--- src/rtl/integral_pkg.sv ---
// Shared helpers and types for the streaming integral-image generator.
package integral_pkg;

  typedef enum logic [1:0] {
    IDLE  = 2'd0,
    RUN   = 2'd1,
    FLUSH = 2'd2
  } state_e;

  function automatic int clog2(input int value);
    int r;
    r = 0;
    while ((1 << r) < value) begin
      r = r + 1;
    end
    return r;
  endfunction

  // Widest possible sum: every pixel at full scale over the whole frame.
  function automatic int acc_width(input int pix_w, input int squared, input int img_w,
                                   input int img_h);
    return ((squared != 0) ? 2 * pix_w : pix_w) + clog2(img_w * img_h);
  endfunction

endpackage

--- src/rtl/integral_line_mem.sv ---
// One-row line store: combinational read, single synchronous write, no reset.
module integral_line_mem
  import integral_pkg::*;
#(
  parameter int DEPTH = 20,
  parameter int WIDTH = 17
) (
  input  logic                      CLK,
  input  logic                      we_i,
  input  logic [clog2(DEPTH)-1:0]   waddr_i,
  input  logic [WIDTH-1:0]          wdata_i,
  input  logic [clog2(DEPTH)-1:0]   raddr_i,
  output logic [WIDTH-1:0]          rdata_o
);

  logic [WIDTH-1:0] mem_q [DEPTH];

  always_ff @(posedge CLK) begin
    if (we_i) begin
      mem_q[waddr_i] <= wdata_i;
    end
  end

  assign rdata_o = mem_q[raddr_i];

endmodule

--- src/rtl/integral_image_stream.sv ---
// Streaming integral image: one pixel in, one II(x,y) out, one-cycle latency,
// with valid/ready on both sides and an IDLE/RUN/FLUSH frame sequencer.
module integral_image_stream
  import integral_pkg::*;
#(
  parameter int IMG_W   = 20,
  parameter int IMG_H   = 20,
  parameter int PIX_W   = 8,
  parameter int SQUARED = 0
) (
  input  logic                                              CLK,
  input  logic                                              RESET_N,
  input  logic                                              START,
  input  logic                                              PIX_VALID,
  input  logic [PIX_W-1:0]                                  PIX_IN,
  output logic                                              PIX_READY,
  output logic                                              OUT_VALID,
  input  logic                                              OUT_READY,
  output logic [acc_width(PIX_W, SQUARED, IMG_W, IMG_H)-1:0] OUT_DATA,
  output logic [clog2(IMG_W)-1:0]                           OUT_X,
  output logic [clog2(IMG_H)-1:0]                           OUT_Y,
  output logic                                              BUSY,
  output logic                                              DONE
);

  localparam int ACC_W = acc_width(PIX_W, SQUARED, IMG_W, IMG_H);
  localparam int XW    = clog2(IMG_W);
  localparam int YW    = clog2(IMG_H);
  localparam logic [XW-1:0] X_LAST = XW'(IMG_W - 1);
  localparam logic [YW-1:0] Y_LAST = YW'(IMG_H - 1);

  state_e             state_q, state_d;
  logic [XW-1:0]      x_q, x_d;
  logic [YW-1:0]      y_q, y_d;
  logic [ACC_W-1:0]   row_sum_q, row_sum_d;
  logic               out_valid_q, out_valid_d;
  logic [ACC_W-1:0]   out_data_q, out_data_d;
  logic [XW-1:0]      out_x_q, out_x_d;
  logic [YW-1:0]      out_y_q, out_y_d;

  logic               pix_ready_s, in_hs_s, out_hs_s, last_pix_s;
  logic [2*PIX_W-1:0] sq_s;
  logic [ACC_W-1:0]   term_s, row_base_s, new_row_s, above_s, sum_s, line_rd_s;

  integral_line_mem #(
    .DEPTH (IMG_W),
    .WIDTH (ACC_W)
  ) u_line_mem (
    .CLK     (CLK),
    .we_i    (in_hs_s),
    .waddr_i (x_q),
    .wdata_i (sum_s),
    .raddr_i (x_q),
    .rdata_o (line_rd_s)
  );

  assign in_hs_s    = PIX_VALID && pix_ready_s;
  assign out_hs_s   = out_valid_q && OUT_READY;
  assign last_pix_s = (x_q == X_LAST) && (y_q == Y_LAST);

  // The y==0 guard keeps a previous (or aborted) frame's line data out of row 0.
  assign sq_s       = PIX_IN * PIX_IN;
  assign term_s     = (SQUARED != 0) ? ACC_W'(sq_s) : ACC_W'(PIX_IN);
  assign row_base_s = (x_q == '0) ? '0 : row_sum_q;
  assign new_row_s  = row_base_s + term_s;
  assign above_s    = (y_q == '0) ? '0 : line_rd_s;
  assign sum_s      = above_s + new_row_s;

  always_ff @(posedge CLK) begin
    if (!RESET_N) begin
      state_q <= IDLE;
    end else begin
      state_q <= state_d;
    end
  end

  always_comb begin
    state_d = state_q;
    case (state_q)
      IDLE:    state_d = START ? RUN : IDLE;
      RUN:     state_d = (in_hs_s && last_pix_s) ? FLUSH : RUN;
      FLUSH:   state_d = out_hs_s ? IDLE : FLUSH;
      default: state_d = IDLE;
    endcase
  end

  always_comb begin
    pix_ready_s = (state_q == RUN) && (!out_valid_q || OUT_READY);
    BUSY        = (state_q != IDLE);
    DONE        = (state_q == FLUSH) && out_hs_s;
  end

  always_comb begin
    x_d         = x_q;
    y_d         = y_q;
    row_sum_d   = row_sum_q;
    out_valid_d = out_valid_q;
    out_data_d  = out_data_q;
    out_x_d     = out_x_q;
    out_y_d     = out_y_q;
    if (in_hs_s) begin
      row_sum_d   = new_row_s;
      out_valid_d = 1'b1;
      out_data_d  = sum_s;
      out_x_d     = x_q;
      out_y_d     = y_q;
      if (x_q == X_LAST) begin
        x_d = '0;
        y_d = (y_q == Y_LAST) ? '0 : y_q + YW'(1);
      end else begin
        x_d = x_q + XW'(1);
      end
    end else if (out_hs_s) begin
      out_valid_d = 1'b0;
    end else if ((state_q == IDLE) && START) begin
      x_d       = '0;
      y_d       = '0;
      row_sum_d = '0;
    end else begin
      out_valid_d = out_valid_q;
    end
  end

  always_ff @(posedge CLK) begin
    if (!RESET_N) begin
      x_q         <= '0;
      y_q         <= '0;
      row_sum_q   <= '0;
      out_valid_q <= 1'b0;
      out_data_q  <= '0;
      out_x_q     <= '0;
      out_y_q     <= '0;
    end else begin
      x_q         <= x_d;
      y_q         <= y_d;
      row_sum_q   <= row_sum_d;
      out_valid_q <= out_valid_d;
      out_data_q  <= out_data_d;
      out_x_q     <= out_x_d;
      out_y_q     <= out_y_d;
    end
  end

  assign PIX_READY = pix_ready_s;
  assign OUT_VALID = out_valid_q;
  assign OUT_DATA  = out_data_q;
  assign OUT_X     = out_x_q;
  assign OUT_Y     = out_y_q;

endmodule

--- config.mk ---
export PLATFORM = sky130hd
export DESIGN_NAME = integral_image_stream
export DESIGN_NICKNAME = d
export VERILOG_FILES = /design/src/rtl/integral_pkg.sv /design/src/rtl/integral_line_mem.sv /design/src/rtl/integral_image_stream.sv
export SDC_FILE = /design/constraint.sdc
export NUM_CORES = 1
export LEC_CHECK = 0
export BUFFER_PORTS_ARGS = -buffer_cell sky130_fd_sc_hd__buf_2
export CELL_PAD_IN_SITES_DETAIL_PLACEMENT = 0
export CELL_PAD_IN_SITES_GLOBAL_PLACEMENT = 1
export CORE_UTILIZATION = 52
export CTS_BUF_LIST = sky130_fd_sc_hd__clkbuf_16
export CTS_CLUSTER_SIZE = 30
export DETAILED_ROUTE_END_ITERATION = 10
export HOLD_SLACK_MARGIN = 0.02
export PLACE_DENSITY_LB_ADDON = 0.25
export REMOVE_ABC_BUFFERS = 1
export SYNTH_ARGS = -nofsm -noshare
export SYNTH_HDL_FRONTEND = slang
export SYNTH_SLANG_ARGS = --single-unit
--- constraint.sdc ---
create_clock -name CLK -period 6.9 [get_ports CLK]
set_input_delay 0.345 -clock CLK [delete_from_list [all_inputs] [get_ports CLK]]
set_output_delay 0.345 -clock CLK [all_outputs]
set_load 0.005 [all_outputs]
==> impl_metrics.ini <==
[setup_path]
r2r_cells = 16
arrival_ns = 5.96
cp_max_fo = 21
cp-startpoint = x_q[0]$_SDFFE_PN0P_
r2r_start = x_q[0]$_SDFFE_PN0P_
critical_path_class = flip-flop to flip-flop
cp-end-kind = flip-flop
r2r-end = u_line_mem.mem_q[10][13]$_DFFE_PP_
crit_path_start_kind = flip-flop
crit_end = u_line_mem.mem_q[10][13]$_DFFE_PP_
required_ns = 7.12
reg2reg_slack_ns = 1.16

[grt]
gr-usage-all-layers_pct = 23.04
grt_pass1_vias = 8985
grt_start_max_net_pins = 49
grt_pass1_wl_um = 55610
grt-ovfl-total = 0
antenna_found_initial = 0

[synthesis]
syn_inst = 988
synth-async-reset-ratio_pct = 0
synth_top_area_share_pct = 61.01
synth_area_sq_um = 16730
synth_edf_count = 340
synth.area.top_cells = edfxtp_1 (61%), mux4_2 (13%), dfxtp_1 (7.4%), ha_1 (2.2%), nand2_1 (1.7%)
ys_seq_elements = 402
ys_warn_count = 0
yosysTopAreaCell = edfxtp_1
ys_seq_area_share_pct = 68.43
syn_area_per_cell_sq_um = 16.94
ys.flop_type = edfxtp_1
synth.distinct_cells = 55

[detailed_routing]
vias_per_cell = 5.967
wire_per_inst_um = 24.46
vias = 8951
first_pass_iters = 5
drt_iter0_drc = 909
ant_nets = 0
wl_um = 36690
route.detailed.drc = 0

[placed_design]
post-place-ws_ns = 0.7955
dpl.hpwl_um = 21100
io_buffers = 43
routabilityCongestion = 0.8078
placedCellCount = 1424

[run_status]
outcome = finished clean

[clock_tree]
cts_buffer_depth = 3
clock_latency_ns = 0.53
cts_hold_buf = 0
cts_buffers = 42
cts.sinks = 402
clk_pin_slew_ns = 0.06
cts_tree = built
cts_resized = 0
htree_num_levels = 2
root_buffer = clkbuf_16
post-cts-setup-buffers = 0

[sta]
fmax_ghz = 0.1743
maxSlewViolCount = 0
fin_crit_ns = 5.736
fin_tns_setup_ns = 0
tightestPinTransition_ns = 1.094
setup-violations-final = 0
rsz0062_at_grt = no
worst_clock_skew_ns = 0.009768
max_slew_margin_pct = 26.78
report.final.hold_viol_count = 0
final.setup.worst_slack_ns = 1.164
fin_crit_sh_pct = 83.13

[floorplan]
die_w_um = 181.4
die_h_um = 181.4
core.rowCount = 65
coreArea_sq_um = 31640
die_area_sq_um = 32900
boundaryPins = 44
initial_utilization_pct = 52.90

[finish]
utilization_pct = 59.94
insertedDiodeCount = 0
nets = 1111
fin_cells = 1500
areaGrowthSynthToFinish_pct = 13.32
final_common_cell = edfxtp_1
layout_common_cells = edfxtp_1 (340), mux4_2 (94), nand2_1 (77)
layout-drive-gt1-share_pct = 24.77

[power_and_ir_drop]
p_leak_uw = 0.006336
powerDensity_nw_per_um2 = 273.8
vdd_drop_max_mv = 0.1520

[flow_run]
maxCapViolCount = 0

[hold_path]
holdCritPathClass = input port to flip-flop
report_power, final:
| group | internal (uW) | switching [uW] |
|---|---|---|
| Clock | 1270 | 911 |
| Combinational | 107 | 188 |
| Sequential | 2700 | 15.8 |
| Total | 4080 | 1110 |
area by class of cell:
type | count | area, sq um
Clock buffer | 44 | 1101
Clock inverter | 32 | 234.0
Fill cell | 2366 | 12670
Inverter | 15 | 56.30
Multi-Input combinational cell | 525 | 5105
Sequential cell | 402 | 11460
Tap cell | 402 | 503.0
Timing Repair Buffer | 80 | 505.5
through the flow:
stage | hold slack [ns] | power, uW | cell area [sq um]
after CTS | 0.1271 | 5221 | 18960
after detailed placement | 0.4449 | 3069 | 17620
after global placement | 0.4397 | 3062 | 17620
final | 0.1343 | 5192 | 18960
after floorplan | 0.4465 | 2957 | 16520
after global routing | 0.1505 | 5353 | 18960
synth_stat cells, types with 14 or more instances:
| cell | count |
|---|---|
| edfxtp_1 | 340 |
| mux4_2 | 94 |
| nand2_1 | 77 |
| nor2_1 | 72 |
| dfxtp_1 | 62 |
| a21oi_1 | 50 |
| ha_1 | 30 |
| clkbuf_1 | 27 |
| o21ai_0 | 20 |
| mux2i_1 | 19 |
| xnor2_1 | 16 |
| inv_1 | 15 |
| xor2_1 | 15 |
| nand3_1 | 14 |
critical path: stages, from the launching register on:
cell	delay [ns]
dfxtp_1	0.35
inv_1	0.13
ha_1	0.22
nor4b_4	0.72
nor2b_1	0.18
ha_1	0.32
a21o_1	0.16
a21o_1	0.22
a2111oi_2	0.47
o21ai_0	0.19
xnor2_1	0.25
ha_1	0.35
and3_1	0.19
a221o_1	0.35
a211oi_1	0.48
a21oi_1	0.19
xor2_2	0.66
cell families after synthesis:
group,Yosys count,synth area share (%)
DFF,402,68.43
and+or+nand+nor,219,6.161
AOI/OAI and AO/OA,122,4.665
muxes,120,14.89
buffers and inverters,61,1.615
xor gates and xnor gates,32,1.764
adders and majority gates,32,2.482
routing by layer:
layer | GRT usage [%] | routed length [um] | vias up
li1 | - | - | 4046
met1 | 33.63 | 16210 | 4585
met2 | 36.89 | 17560 | 256
met3 | 3.149 | 2092 | 64
met4 | 5.932 | 830 | 0
met5 | 0 | 0 | -
state kept, by name (all words and copies together), names as in the netlist, named ones only:
signal,flops
row_sum_q,17
OUT_X,5
OUT_VALID,1
y_q,5
OUT_Y,5
x_q,5
u_line_mem.mem_q,340
state_q,2
OUT_DATA,17
worst min-delay path by stage:
stage	startpoint	cells after the start	to
after global placement	OUT_Y[0]$_SDFFE_PN0P_	2	OUT_Y[0]$_SDFFE_PN0P_
after detailed placement	OUT_Y[2]$_SDFFE_PN0P_	2	OUT_Y[2]$_SDFFE_PN0P_
final	START	3	state_q[0]$_SDFF_PN0_
after global routing	START	3	state_q[0]$_SDFF_PN0_
after floorplan	OUT_DATA[11]$_SDFFE_PN0P_	2	OUT_DATA[11]$_SDFFE_PN0P_
after CTS	START	3	state_q[0]$_SDFF_PN0_
Note: power is estimated with default switching activity, not from simulation.
